File: src/rtl/cacheline_adaptor_pkg.sv
// Shared types and default sizing for the cache-line <-> memory-burst adaptor.
package cacheline_adaptor_pkg;

  localparam int CLA_BEATS   = 4;
  localparam int CLA_BURST_W = 64;
  localparam int CLA_LINE_W  = CLA_BEATS * CLA_BURST_W;
  localparam int CLA_ADDR_W  = 32;

  typedef enum logic [2:0] {
    IDLE,
    RD_BURST,
    RD_DONE,
    WR_BURST,
    WR_DONE
  } state_e;

endpackage

File: src/rtl/cacheline_adaptor.sv
// Cache-line adaptor: splits a cache writeback line into BEATS memory bursts
// and assembles BEATS memory read bursts into one fill line.
// Optional macro CACHELINE_ADAPTOR_ALIGN_EN: when defined, the burst address
// is forced to a line boundary (low 5 address bits cleared).
module cacheline_adaptor
  import cacheline_adaptor_pkg::*;
#(
  parameter int BEATS   = CLA_BEATS,
  parameter int BURST_W = CLA_BURST_W
) (
  input  logic                     clk,
  input  logic                     rst,
  input  logic [BEATS*BURST_W-1:0] line_i,
  output logic [BEATS*BURST_W-1:0] line_o,
  input  logic [CLA_ADDR_W-1:0]    address_i,
  input  logic                     read_i,
  input  logic                     write_i,
  output logic                     resp_o,
  input  logic [BURST_W-1:0]       burst_i,
  output logic [BURST_W-1:0]       burst_o,
  output logic [CLA_ADDR_W-1:0]    address_o,
  output logic                     read_o,
  output logic                     write_o,
  input  logic                     resp_i
);

  localparam int LINE_BITS = BEATS * BURST_W;
  localparam int KW        = (BEATS > 1) ? $clog2(BEATS) : 1;
  localparam logic [KW-1:0] LAST_K = KW'(BEATS - 1);

  state_e                  state_q, state_d;
  logic [KW-1:0]           k_q, k_d;
  logic [CLA_ADDR_W-1:0]   addr_q, addr_d;
  logic [LINE_BITS-1:0]    wline_q, wline_d;
  logic [LINE_BITS-1:0]    rline_q, rline_d;
  logic [CLA_ADDR_W-1:0]   addr_in;

  // Line-aligned address when alignment is enabled; the raw address otherwise.
`ifdef CACHELINE_ADAPTOR_ALIGN_EN
  assign addr_in = {address_i[CLA_ADDR_W-1:5], 5'b0};
`else
  assign addr_in = address_i;
`endif

  // Next-state logic: request acceptance, beat counting and line assembly.
  always_comb begin
    state_d = state_q;
    k_d     = k_q;
    addr_d  = addr_q;
    wline_d = wline_q;
    rline_d = rline_q;
    case (state_q)
      IDLE: begin
        if (write_i) begin
          addr_d  = addr_in;
          wline_d = line_i;
          k_d     = '0;
          state_d = WR_BURST;
        end else if (read_i) begin
          addr_d  = addr_in;
          k_d     = '0;
          state_d = RD_BURST;
        end
      end
      RD_BURST: begin
        if (resp_i) begin
          for (int b = 0; b < BEATS; b++) begin
            if (k_q == KW'(b)) begin
              rline_d[b*BURST_W +: BURST_W] = burst_i;
            end
          end
          if (k_q == LAST_K) begin
            k_d     = '0;
            state_d = RD_DONE;
          end else begin
            k_d = k_q + 1'b1;
          end
        end
      end
      WR_BURST: begin
        if (resp_i) begin
          if (k_q == LAST_K) begin
            k_d     = '0;
            state_d = WR_DONE;
          end else begin
            k_d = k_q + 1'b1;
          end
        end
      end
      RD_DONE:  state_d = IDLE;
      WR_DONE:  state_d = IDLE;
      default:  state_d = IDLE;
    endcase
  end

  // State, counter and data registers; reset aborts any burst in flight.
  always_ff @(posedge clk or negedge rst) begin
    if (!rst) begin
      state_q <= IDLE;
      k_q     <= '0;
      addr_q  <= '0;
      wline_q <= '0;
      rline_q <= '0;
    end else begin
      state_q <= state_d;
      k_q     <= k_d;
      addr_q  <= addr_d;
      wline_q <= wline_d;
      rline_q <= rline_d;
    end
  end

  // Outputs decoded from registered state so they are glitch-free and exclusive.
  always_comb begin
    read_o    = (state_q == RD_BURST);
    write_o   = (state_q == WR_BURST);
    resp_o    = (state_q == RD_DONE) || (state_q == WR_DONE);
    line_o    = rline_q;
    address_o = addr_q;
    burst_o   = '0;
    if (state_q == WR_BURST) begin
      for (int b = 0; b < BEATS; b++) begin
        if (k_q == KW'(b)) begin
          burst_o = wline_q[b*BURST_W +: BURST_W];
        end
      end
    end
  end

endmodule

File: config.mk
export PLATFORM = sky130hd
export DESIGN_NAME = cacheline_adaptor
export DESIGN_NICKNAME = d
export VERILOG_FILES = /design/src/rtl/cacheline_adaptor_pkg.sv /design/src/rtl/cacheline_adaptor.sv
export SDC_FILE = /design/constraint.sdc
export NUM_CORES = 1
export LEC_CHECK = 0
export ABC_CLOCK_PERIOD_IN_PS = 3500
export CAP_MARGIN = 20
export CELL_PAD_IN_SITES_DETAIL_PLACEMENT = 1
export CELL_PAD_IN_SITES_GLOBAL_PLACEMENT = 1
export CORE_AREA = 2 2 281 283
export DETAILED_ROUTE_END_ITERATION = 16
export DIE_AREA = 0 0 283 285
export GPL_TIMING_DRIVEN = 0
export PLACE_DENSITY_LB_ADDON = 0.1
export SYNTH_ARGS = -nofsm -noshare
export SYNTH_HDL_FRONTEND = slang
export SYNTH_SLANG_ARGS = --single-unit
File: constraint.sdc
create_clock -name clk -period 3.5 [get_ports clk]
set_clock_uncertainty 0.2 [all_clocks]
set_input_delay 0.525 -clock clk [delete_from_list [all_inputs] [get_ports clk]]
set_output_delay 0.525 -clock clk [all_outputs]
set_load 0.1 [all_outputs]
Yosys cells after proc, flatten, opt, wreduce, memory -nomap -nowiden. Cells that the tools add are included.

Flip-flop bits (word level): 549. Word-level logic and storage cells: 55.

Add/subtract/negate cells: 1. Equal/unequal tests: 13. Multiplexer cells: 19. Reductions and logical operators: 14.

Operators by type and width (number): $mux 64 (5); $mux 32 (2); $mux 3 (6); $reduce_and 3->1 (5); $ne 2x1->1 const B (5); $pmux 3 s3 (1); $mux 2 (4); $eq 3x2->1 const B (2); $reduce_and 5->1 (1); $eq 2x2->1 const B (2); $pmux 2 s2 (1); $reduce_and 2->1 (2); $reduce_bool 2->1 (2); $eq 3x1->1 const B (1); $eq 3x3->1 const B (1); $logic_not 3->1 (1); $ne 3x3->1 const B (1); $add 2x1->2 const B (1); $eq 2x1->1 const B (1); $logic_not 2->1 (1); $reduce_or 2->1 (1); $logic_or 1x1->1 (1).

Longest topological paths before layout. Gate-level depths: netlist of run 1.

Word-level depth: 6. Gate-level depth with buffers: 7. Depth with buffers taken out: 5.

Worst setup path before layout of run 1. No wires, ideal clock.

Kind: register to output. Start: register k_q[1]. End: output port burst_o[43]. Arrival time: 2.842 ns. Data required time: 2.775 ns. Setup slack: -0.067 ns. Stages on the path, launching flop included: 7. Path buffers: 1. Path through: dfrtp_1 > inv_1 > ha_1 > buf_2 > a21oi_1 > a221o_1 > a21oi_1.

Longest elaborated chain between the ends: 6. Elaborated cells on any way between the ends: 9. Those cells by class: eq/ne (3); mux (5); reduce/logical (1).

Ends and longest elaborated chain: from (decl) (line cacheline_adaptor.sv:32) `logic [KW-1:0] k_q, k_d;`; from (signal assigned) (line cacheline_adaptor.sv:106) `k_q <= k_d;`; $logic_not 2->1 (line cacheline_adaptor.sv:123) `if (k_q == KW'(b)) begin`; $mux 64 (3 in series) (line cacheline_adaptor.sv:123); $mux 64 (*) (line cacheline_adaptor.sv:123); $mux 64 (*) (line cacheline_adaptor.sv:121) `if (state_q == WR_BURST) begin`; to (decl) (line cacheline_adaptor.sv:20) `output logic [BURST_W-1:0] burst_o,`.

Mark *: on every way between the ends. The rest lies on a longest branch, timed or not.

Worst setup path in the final report of run 1.
Start: register k_q[0]. End: output port burst_o[59].

Same word-level chain as after synthesis.

==> metrics.cfg, run 1 <==
[worst_setup_path]
critPathCapture=burst_o[59]
r2r_end=wline_q[72]
rrSetupSlack_ns=1.25
worstSetupPathType=flop to primary output
required_ns=2.77
startpoint=k_q[0]
cp.arrival_ns=2.65
rr_worst_depth=7
r2r-start=state_q[2]
critical_path.max_fanout=10
critPathCaptureType=primary output
start_kind=flop

[timing]
rsz0062_at_grt=yes
worst_slack_ns=0.122
fin_setup_tns_ns=0
worst_pin_slew_ns=1.18
fmax_mhz=296
slew_headroom_pct=21.1
post-route-period-util_pct=96.5
drv_slew=0
setup_viol=0
finalCriticalPeriod_ns=3.38
finalHoldViolCount=0

[final_layout]
multi_input_comb_area_sq_um=9370
seqCellArea_sq_um=13700
area_growth_syn_to_layout_pct=46.7
final_common_cell=clkdlybuf4s50_1
fillers=7820
nets=2656
drive_gt1_share_pct=32.6
utilization_pct=44.9
final_cell_mix=clkdlybuf4s50_1, dfrtp_1, mux2_4

[grt]
grtUsageTotal_pct=21.9
grt_overflow_total=0
grt_pass1_vias=18100
grt_max_degree=122
antenna_found_initial=31
grt_pass1_wl_um=131000

[detailed_routing]
vias_per_cell=4.72
wl_per_cell_um=26.2
drtPass1Iterations=4
totalWireLength_um=89400
drc=0
ant_nets=0
drtIter0Drc=601
vias=16100

[die]
rows=103
core-area_sq_um=78000
ioPinCount=712
die_area_sq_um=80700
die_y_um=285
start_util_pct=30.6
die_w_um=283

[synthesis]
yosys_warnings=0
syn_area_sq_um=23900
synth_fp_nets=1865
synth_seq_cells=549
synth_edf_count=0
synth_cells=1504
ys_types=34
avgSynthCellArea_sq_um=15.9
synthArstFlopShare_pct=100
yosys_most_used_dff=dfrtp_1
synth-seq-area-share_pct=57.5

[placed_design]
hpwlAfterDp_um=67500
portBuffers=711
preCtsSetupSlack_ns=-1.02
gp_congestion=0.828

[clock_network]
h-tree-depth=3
cts_sinks=549
path_clk_slew_ns=0.06
clk_path_buf_depth=3
cts_made_buffers=67
cts_root_buffer=clkbuf_16
cts_tree=yes
clk_latency_ns=0.58

[run_status]
run_status=finished, final reports clean

[job]
cap_violations=0

[hold_path]
hold_path.class=flop to flop

[kinds of logic after synthesis]
logic type                 after synthesis  synth area share [%]
muxes                                  544                  29.4
and+or+nand+nor                        149                  3.68
xor gates and xnor gates                 1                0.0367
adders and majority gates                4                 0.210
DFF                                    549                  57.5
buffers and inverters                  123                  3.65
AOI/OAI and AO/OA                      134                  5.50
[Yosys cell counts (all sizes together) (4+ instances only)]
master    n  area share (%)
dfrtp   549              58
nor2b    64             1.7
inv       6           0.094
a32o     63             2.6
mux2    544              29
nand2     9            0.30
buf      73             2.9
nor3     64             1.4
a221o    64             2.7
ha        4            0.21
clkbuf   44            0.69
[per-stage QoR]
step / instance area, sq um / hold WS [ns] / instances
after floorplan: 23900 / 0.0294 / 1504
after global placement: 32300 / 0.268 / 3265
after detailed placement: 32500 / 0.275 / 3273
after CTS: 34900 / 0.285 / 3397
after global routing: 35000 / 0.300 / 3405
final: 35000 / 0.283 / 3413
[layout make-up]
cell class / count / share of cell area (%)
plain buffers: 117 / 2.72
clock inverters: 20 / 0.686
well taps: 1050 / 3.75
clock buffers: 101 / 5.76
repair buffers: 722 / 20.9
multi-input cells: 832 / 26.7
diodes: 16 / 0.114
inverters: 6 / 0.0643
flip-flops and latches: 549 / 39.2
[layer usage]
layer	global-route usage (%)	vias to the layer above	routed length (um)
li1	-	7140	-
met1	25.0	8335	34700
met2	39.0	499	46000
met3	7.57	117	6770
met4	5.74	30	1690
met5	0	-	181
[how the worst min path moves through the flow]
stage / start / endpoint / cells past startpoint
global route: wline_q[135] / wline_q[135] / 1
floorplan: rst / address_o[0] / 0
finish: wline_q[134] / wline_q[134] / 1
global placement: wline_q[133] / wline_q[133] / 1
CTS: line_i[134] / wline_q[134] / 2
detailed placement: wline_q[138] / wline_q[138] / 1
[registers in the layout, indices dropped and copies added (netlist names)]
register / cells
k_q: 2
wline_q: 256
address_o: 32
line_o: 256
state_q: 3
[repair_timing]
item	4_1_cts	5_1_grt
gates resized for setup	464	37
buffers inserted	5	0
pin swaps	3	4
setup endpoints to repair	66	59
cloned	0	0
hold endpoints to repair	94	0
hold buffers	1	0
[worst max-delay path, cell delays in order, from the launching register on]
cell	delay (ns)
dfrtp_2	0.42
inv_1	0.13
ha_4	0.20
nor2b_1	0.20
buf_6	0.22
clkbuf_4	0.26
a221o_1	0.16
a32o_1	0.16
buf_4	0.30
Power of run 1 is not shown: default switching activity piles up to over one toggle a cycle in this logic, so the estimate is an artifact.
==> run 2: changes to the inputs <==
--- a/config.mk
+++ b/config.mk
@@ -10,6 +10,7 @@
 export CELL_PAD_IN_SITES_DETAIL_PLACEMENT = 1
 export CELL_PAD_IN_SITES_GLOBAL_PLACEMENT = 1
 export CORE_AREA = 2 2 281 283
+export CTS_CLUSTER_DIAMETER = 120
 export DETAILED_ROUTE_END_ITERATION = 16
 export DIE_AREA = 0 0 283 285
 export GPL_TIMING_DRIVEN = 0
==> results of run 2 <==
Same layout as run 1: the final DEF is identical, and so are final timing and power.
Power of run 2 is left out for the same reason.
